--- src/rtl/exec_result_buffer.sv ---
// Per-execution-unit result queue: a circular FIFO that holds completed results
// until the execute-output arbiter grants this lane.
module exec_result_buffer #(
    parameter int ROBsize    = 8,
    parameter int ROBsizeLog = $clog2(ROBsize + 1),
    parameter int DEPTH      = 4
) (
    input  logic                       clk_i,
    input  logic                       reset_i,
    input  logic                       valid_i,
    input  logic [63:0]                data_i,
    input  logic [9:0]                 commands_i,
    input  logic [ROBsizeLog-1:0]      tag_i,
    input  logic [3:0]                 flags_i,
    output logic                       ready_o,
    input  logic                       flush_i,
    input  logic                       canGo_i,
    output logic                       valid_o,
    output logic [63:0]                data_o,
    output logic [9:0]                 commands_o,
    output logic [ROBsizeLog-1:0]      tag_o,
    output logic [3:0]                 flags_o,
    output logic [$clog2(DEPTH+1)-1:0] count_o
);

    localparam int PTRW = $clog2(DEPTH);
    localparam int CNTW = $clog2(DEPTH + 1);
    localparam int ENTW = 64 + 10 + ROBsizeLog + 4;

    typedef struct packed {
        logic [63:0]           data;
        logic [9:0]            commands;
        logic [ROBsizeLog-1:0] tag;
        logic [3:0]            flags;
    } entry_t;

    logic [ENTW-1:0] r_mem [DEPTH];
    logic [PTRW-1:0] r_wrPtr;
    logic [PTRW-1:0] r_rdPtr;
    logic [CNTW-1:0] r_count;

    logic   w_full;
    logic   w_nonEmpty;
    logic   w_enq;
    logic   w_deq;
    entry_t w_inEntry;
    entry_t w_headEntry;

    // Handshake decisions use registered occupancy only, so a full buffer
    // stays not-ready even on a cycle where the head is being drained.
    assign w_full     = (r_count == CNTW'(DEPTH));
    assign w_nonEmpty = (r_count != '0);
    assign w_enq      = valid_i && !w_full && !flush_i;
    assign w_deq      = w_nonEmpty && canGo_i && !flush_i;

    assign w_inEntry.data     = data_i;
    assign w_inEntry.commands = commands_i;
    assign w_inEntry.tag      = tag_i;
    assign w_inEntry.flags    = flags_i;

    assign w_headEntry = entry_t'(r_mem[r_rdPtr]);

    // Pointers and occupancy; DEPTH is a power of two, so pointers wrap naturally.
    always_ff @(posedge clk_i) begin
        if (reset_i || flush_i) begin
            r_wrPtr <= '0;
            r_rdPtr <= '0;
            r_count <= '0;
        end else begin
            if (w_enq) begin
                r_wrPtr <= r_wrPtr + PTRW'(1);
            end
            if (w_deq) begin
                r_rdPtr <= r_rdPtr + PTRW'(1);
            end
            if (w_enq && !w_deq) begin
                r_count <= r_count + CNTW'(1);
            end else if (!w_enq && w_deq) begin
                r_count <= r_count - CNTW'(1);
            end
        end
    end

    // Entry storage is deliberately left uncleared; stale contents are masked by count.
    always_ff @(posedge clk_i) begin
        if (w_enq) begin
            r_mem[r_wrPtr] <= w_inEntry;
        end
    end

    always_comb begin
        ready_o    = !w_full;
        valid_o    = w_nonEmpty;
        count_o    = r_count;
        data_o     = '0;
        commands_o = '0;
        tag_o      = '0;
        flags_o    = '0;
        if (w_nonEmpty) begin
            data_o     = w_headEntry.data;
            commands_o = w_headEntry.commands;
            tag_o      = w_headEntry.tag;
            flags_o    = w_headEntry.flags;
        end
    end

endmodule

--- config.mk ---
export PLATFORM = sky130hd
export DESIGN_NAME = exec_result_buffer
export DESIGN_NICKNAME = d
export VERILOG_FILES = /design/src/rtl/exec_result_buffer.sv
export SDC_FILE = /design/constraint.sdc
export NUM_CORES = 1
export LEC_CHECK = 0
export BUFFER_PORTS_ARGS = -buffer_cell sky130_fd_sc_hd__buf_2
export CAP_MARGIN = 20
export CORE_UTILIZATION = 57
export CTS_BUF_LIST = sky130_fd_sc_hd__clkbuf_4 sky130_fd_sc_hd__clkbuf_8 sky130_fd_sc_hd__clkbuf_16
export DETAILED_ROUTE_END_ITERATION = 10
export PLACE_DENSITY = 0.87
export SLEW_MARGIN = 20
export SYNTH_ARGS = -nofsm -noshare
export SYNTH_HDL_FRONTEND = slang
export SYNTH_SLANG_ARGS = --single-unit
export TNS_END_PERCENT = 30
--- constraint.sdc ---
create_clock -name clk_i -period 3.8 [get_ports clk_i]
set_input_delay 0.76 -clock clk_i [delete_from_list [all_inputs] [get_ports clk_i]]
set_output_delay 0.76 -clock clk_i [all_outputs]
set_load 0.01 [all_outputs]
==> flow_summary_export.csv, run 1 <==
group,metric,value,unit
routing,initialDrtViolationCount,377,
placement,hpwlAfterDp,15100,um
routing,drt-vias-per-instance,5.75,
placement,placement.cell_area,0.0141,mm^2
cells_and_area,post-route-cell-area,0.0152,mm^2
critical_path,timing.critical_path.from,"count_o[1]",
cts,clk-insertion-delay-late,0.50,ns
power_and_ir_drop,p_total,7.84,mW
worst_hold_path,min_path_type,"input port to flip-flop",
cts,cts_resized,0,
critical_path,r2r-start,"count_o[0]",
global_routing,grt_antenna_before_repair,6,
routing,route.detailed.wl_per_inst,23.5,um
yosys,post_synth_and_or_nand_nor_area_fraction,4.79,%
timing,final-hold-violation-count,0,
yosys,synth_adder_area_share,0.638,%
critical_path,worst_setup_path_end_kind,"output port",
yosys,synth_top_family_by_area,"multiplexers",
yosys,syn-cell-area,0.0129,mm^2
global_routing,first_global_vias,6646,
routing,vias,6167,
global_routing,wire_length_of_the_first_global_routing_pass,38100,um
floorplan,die-area,0.0233,mm^2
cts,cts_root_buf,"clkbuf_16",
placement,port_buffers,173,
global_routing,grtUsageTotal,22.0,%
timing,final_critical_path_time_including_i_o_delays_and_setup,3.33,ns
floorplan,coreArea,0.0220,mm^2
floorplan,floorplan.rows,54,
placement,placed_cells_incl_taps,1006,
yosys,syn_nets,663,
yosys,yosysWarningCount,0,
yosys,post_synth_inst_count,570,
routing,drtAntennaViolNets,0,
yosys,avgSynthCellArea,22.7,um^2
timing,unrepaired_setup_endpoints_after_global_routing,"false",
yosys,share_of_synthesized_area_occupied_by_flip_flops_and_latches,77.5,%
cts,hold_buffers,0,
timing,maxSlewHeadroom,34.4,%
yosys,synth_cell_type_count,29,
critical_path,worstPathRequired,3.04,ns
cts,tritoncts,"yes",
critical_path,timing.critical_path.arrival,2.57,ns
floorplan,x_dimension_of_the_die,153,um
cells_and_area,finish.net_count,855,
timing,final_slew_violations,0,
cells_and_area,syn_to_layout_area_delta,17.6,%
routing,drt-pass1-iter-count,10,
cts,post-cts-setup-buffers,0,
routing,postRouteWirelength,25200,um
yosys,ys_ff_latch,337,
power_and_ir_drop,power_leakage,5.27,nW
cts,clock_slew_at_the_register_clock_pins_of_the_worst_setup_and_hold_paths,0.07,ns
cts,h-tree-depth,2,
timing,totalNegativeSetupSlack,0,ns
cts,cts.path.max_buffers,3,
cts,clock-sinks,337,
critical_path,r2r_slack,1.39,ns
timing,clock_skews,0.0120,ns
power_and_ir_drop,cellPowerDensity,515,mW/mm^2
floorplan,start_util,58.8,%
floorplan,num_ports,174,
floorplan,vertical_die_dimension,153,um
critical_path,crit_path_end,"data_o[35]",
timing,max_clock_freq,300,MHz
flow_run,max-cap-violations,0,
global_routing,grt_start_max_net_pins,62,
global_routing,global_route.overflow_total,0,
critical_path,critical_path.startpoint_type,"flip-flop",
status,failed_checks,"design-rule violations",
cells_and_area,filler_free_cell_count_of_the_finished_design,1072,
cells_and_area,drive_gt1_share,41.9,%
routing,drc_errors,14,
critical_path,reg2regPathDepth,8,
power_and_ir_drop,peakVddDrop,0.336,mV
timing,setup_viol,0,
yosys,post_synth_xor_area_fraction,0.271,%
placement,gp_congestion,0.736,
critical_path,critPathKind,"flip-flop to output port",
yosys,synth.mux.area_fraction,14.4,%
timing,final_min_period_over_clock_period,87.6,%
status,outcome,"finished with violations",
critical_path,r2r-end,"count_o[2]",
timing,max_slew.worst_pin.slew,0.985,ns
cts,tritoncts.num_buffers,34,
yosys,synth_compound_gate_area_share,0.396,%
critical_path,critical_path.max_fanout,57,
[how the worst min path moves through the flow]
stage               slack, ns  depth (start not counted)          start           end
floorplan                0.48                          2     r_rdPtr[1]     flip-flop
global placement         0.50                          2     r_rdPtr[1]     flip-flop
detailed placement       0.52                          2     r_rdPtr[1]     flip-flop
CTS                      0.45                          1  commands_i[5]  r_mem[2][13]
global route             0.45                          1  commands_i[5]  r_mem[1][13]
finish                   0.47                          1  commands_i[1]   r_mem[3][9]
[per-stage QoR]
step	hold WS [ns]	util [%]	setup slack [ns]
floorplan	0.485	-	0.272
CTS	0.449	69.1	0.445
detailed placement	0.518	64.1	0.902
global route	0.453	69.1	0.309
finish	0.471	69.1	0.472
global placement	0.502	64.1	1.08
[cell type report]
class / instances / area [um^2]
Inverter: 3 / 11.3
Antenna cell: 6 / 15.0
Sequential cell: 337 / 10000
Timing Repair Buffer: 185 / 1040
Tap cell: 280 / 350
Fill cell: 1349 / 6800
Multi-Input combinational cell: 201 / 2670
Clock buffer: 42 / 963
Clock inverter: 18 / 133
[cells by family after synthesis]
kind of cell	count (synthesis)
xor gates and xnor gates	4
AOI/OAI and AO/OA	7
DFF	337
muxes	83
and+or+nand+nor	101
buffers and inverters	32
adders and majority gates	6
[sequential cells by signal (all words and copies together), names as in the netlist, named ones only]
| name | cells |
|---|---|
| r_rdPtr | 2 |
| r_wrPtr | 2 |
| count_o | 3 |
| r_mem | 328 |
[cells in the final DEF (no fill, tap or decap), drive strengths merged, types with 2 or more instances in the layout]
cell type  synthesis  final
clkinv             0     15
ha                 5      5
nor2               6      6
mux4              82     82
or3                2      2
and2              83     83
inv                3      3
buf               18    185
or2                2      2
bufinv             0      2
clkbuf            11     42
a21oi              2      2
and3               4      4
diode              0      6
xor2               4      4
dfxtp              9      9
edfxtp           328    328
o31ai              2      2
[power by group]
| part | internal [mW] | switching [mW] | total (mW) |
|---|---|---|---|
| combinational | 0.197 | 0.241 | 0.438 |
| clock | 1.93 | 1.31 | 3.24 |
| sequential | 4.14 | 0.0229 | 4.16 |
[per-layer routing]
layer / vias to the layer above / wire, um / part of all wire [%] / track usage (%)
met5: - / 10 / 0.040 / 0
met4: 2 / 673 / 2.7 / 9.28
met3: 52 / 1560 / 6.2 / 4.95
met2: 230 / 13000 / 52 / 36.9
met1: 3166 / 9930 / 39 / 28.1
li1: 2717 / - / - / -
[cell usage after synthesis, drive strengths merged]
master  count  area (um^2)
edfxtp    328         9850
and2       83          522
mux4       82         1850
buf        18          216
clkbuf     11         41.3
dfxtp       9          180
nor2        6         22.5
ha          5         62.6
and3        4         25.0
xor2        4         35.0
inv         3         11.3
a21oi       2         10.0
o31ai       2         20.0
or2         2         12.5
or3         2         12.5
a21o        1         7.51
fa          1         20.0
mux2i       1         10.0
nand3       1         5.00
nand4       1         6.26
nor2b       1         6.26
o21ai       1         5.00
o311ai      1         8.76
or3b        1         8.76
[critical path, cell delays in order, from the launching register on]
cell and delay, ns:
dfxtp_1 0.37, or3_2 0.92, buf_4 0.40, and2_1 0.17, buf_2 0.14
No activity file was read; power rests on OpenSTA's default activity.
==> run 2: changes to the inputs <==
--- a/config.mk
+++ b/config.mk
@@ -10,7 +10,7 @@
 export CORE_UTILIZATION = 57
 export CTS_BUF_LIST = sky130_fd_sc_hd__clkbuf_4 sky130_fd_sc_hd__clkbuf_8 sky130_fd_sc_hd__clkbuf_16
 export DETAILED_ROUTE_END_ITERATION = 10
-export PLACE_DENSITY = 0.87
+export PLACE_DENSITY_LB_ADDON = 0.3
 export SLEW_MARGIN = 20
 export SYNTH_ARGS = -nofsm -noshare
 export SYNTH_HDL_FRONTEND = slang
==> flow_summary_export.csv, run 2 (same netlist as run 1, synthesis figures left out) <==
group,metric,value,unit
status,outcome,"finished with violations",
status,failed_checks,"design-rule violations",
cts,clk-insertion-delay-late,0.50,ns
power_and_ir_drop,share_clk_of_total_power,41.3,%
power_and_ir_drop,internal_power,6.30,mW
floorplan,num_ports,174,
power_and_ir_drop,power_leakage,5.27,nW
cts,hold_buffers,0,
timing,setup_viol,0,
global_routing,grtUsageTotal,20.8,%
global_routing,grt_antenna_before_repair,5,
placement,hpwlAfterDp,13900,um
cts,cts_root_buf,"clkbuf_16",
timing,worst_hold_slack,0.475,ns
power_and_ir_drop,switching_share,19.4,%
timing,clock_skews,0.00493,ns
power_and_ir_drop,power.net_switching,1.51,mW
critical_path,reg2regPathDepth,8,
cells_and_area,largest_register_ffs,328,
floorplan,start_util,58.8,%
power_and_ir_drop,power.sequential.fraction,53.2,%
cells_and_area,largest-register,"r_mem",
timing,final_critical_path_time_including_i_o_delays_and_setup,3.27,ns
cts,clock-sinks,337,
cts,tritoncts,"yes",
cts,h-tree-depth,2,
cts,clock_slew_at_the_register_clock_pins_of_the_worst_setup_and_hold_paths,0.06,ns
cts,cts_resized,0,
critical_path,worstPathRequired,3.04,ns
global_routing,first_global_vias,6593,
global_routing,global_route.overflow_total,0,
floorplan,x_dimension_of_the_die,153,um
timing,max_clock_freq,306,MHz
routing,drt-vias-per-instance,5.67,
cells_and_area,filler_free_cell_count_of_the_finished_design,1067,
placement,port_buffers,173,
worst_hold_path,min_from,"data_i[32]",
critical_path,critical_path.max_fanout,51,
floorplan,vertical_die_dimension,153,um
routing,dr_wl_met2,12000,um
critical_path,timing.critical_path.from,"count_o[1]",
floorplan,coreArea,0.0220,mm^2
critical_path,r2r-end,"count_o[2]",
timing,max_slew.worst_pin.slew,0.805,ns
timing,final_min_period_over_clock_period,86.1,%
critical_path,critPathKind,"flip-flop to output port",
placement,gp_congestion,0.756,
critical_path,crit_path_cell_trace,"or3_2, buf_4, and2_1, buf_2",
power_and_ir_drop,combinationalPowerShare,5.5,%
timing,final_critical_path_setup_slack,0.529,ns
routing,vias,6054,
cts,tritoncts.num_buffers,34,
power_and_ir_drop,cellPowerDensity,514,mW/mm^2
cts,cts.path.max_buffers,3,
routing,dr_wl_met3,1410,um
routing,drtAntennaViolNets,0,
routing,drt-pass1-iter-count,10,
critical_path,critical_path.startpoint_type,"flip-flop",
floorplan,die-area,0.0233,mm^2
cells_and_area,layout_common_cells,"edfxtp_1, buf_2, and2_1",
routing,initialDrtViolationCount,378,
power_and_ir_drop,p_total,7.82,mW
critical_path,timing.critical_path.arrival,2.51,ns
cts,post-cts-setup-buffers,0,
cells_and_area,syn_to_layout_area_delta,17.4,%
timing,final_slew_violations,0,
critical_path,worst_setup_path_end_kind,"output port",
power_and_ir_drop,peakVddDrop,0.421,mV
placement,placed_cells_incl_taps,1004,
critical_path,r2r_slack,1.39,ns
routing,route.detailed.wl_per_inst,21.9,um
cells_and_area,drive_gt1_share,42.3,%
cells_and_area,most_frequent_standard_cell_in_the_layout_excluding_fill_and_tap_cells,"edfxtp_1",
timing,unrepaired_setup_endpoints_after_global_routing,"false",
routing,drc_errors,16,
worst_hold_path,min_delay_worst_endpoint,"r_mem[3][50]",
timing,totalNegativeSetupSlack,0,ns
placement,placement.cell_area,0.0141,mm^2
routing,route.layer.met1.wl,9510,um
timing,maxSlewHeadroom,46.3,%
critical_path,r2r-start,"count_o[0]",
worst_hold_path,min_path_type,"input port to flip-flop",
cells_and_area,post-route-cell-area,0.0152,mm^2
floorplan,floorplan.rows,54,
cells_and_area,final_core_util,69.0,%
placement,dp_worst_setup_slack,0.906,ns
routing,route.top_layer_used,"met5",
global_routing,wire_length_of_the_first_global_routing_pass,36500,um
timing,final-hold-violation-count,0,
cells_and_area,finish.net_count,853,
critical_path,cp_slowest_stage_delay,0.87,ns
global_routing,grt_start_max_net_pins,52,
critical_path,cpMaxStageDelayCell,"or3_2",
worst_hold_path,hold_path_depth,1,
flow_run,max-cap-violations,0,
routing,postRouteWirelength,23300,um
## run 2: cell count changes in the layout (fill, tap and decap cells not counted), sizes merged
cell,before,now
bufinv,2,1
clkbuf,42,51
buf,185,183
clkinv,15,9
clkinvlp,1,0
diode,6,2
## run 2: cell type report
type,count,area (um^2)
diodes,2,5.00
clock buffers,51,1040
clock inverters,10,70.1
fillers,1394,6820
inverters,3,11.3
multi-input cells,201,2670
flip-flops and latches,337,10000
well taps,280,350
repair buffers,183,1020
## run 2: critical path: cells and delay by family, from the launching register on
kind	cells	cell delay, ns
flops	1	0.37
simple gates	2	1.07
buf+inv	2	0.54
## run 2: routing by layer
layer,up-vias,track usage [%]
met4,4,5.68
met3,38,4.78
met5,-,0
met1,3120,27.7
met2,182,35.0
li1,2710,-
## run 2: power by group through the flow
stage	Combinational [mW]	Sequential [mW]	Clock (mW)
6_report	0.429	4.16	3.23
5_1_grt	0.467	4.16	3.43
4_1_cts	0.438	4.16	3.29
3_5_place_dp	0.436	4.24	0
3_3_place_gp	0.420	4.23	0
2_1_floorplan	0.242	4.23	0
## run 2: worst max-delay path by stage
| stage | depth (start not counted) | to | slack [ns] |
|---|---|---|---|
| after floorplan | 2 | r_mem[0][0] | 0.27 |
| after global placement | 4 | data_o[63] | 1.01 |
| after detailed placement | 9 | count_o[2] | 0.91 |
| after CTS | 4 | data_o[63] | 0.41 |
| after global routing | 4 | data_o[63] | 0.34 |
| final | 4 | flags_o[1] | 0.53 |
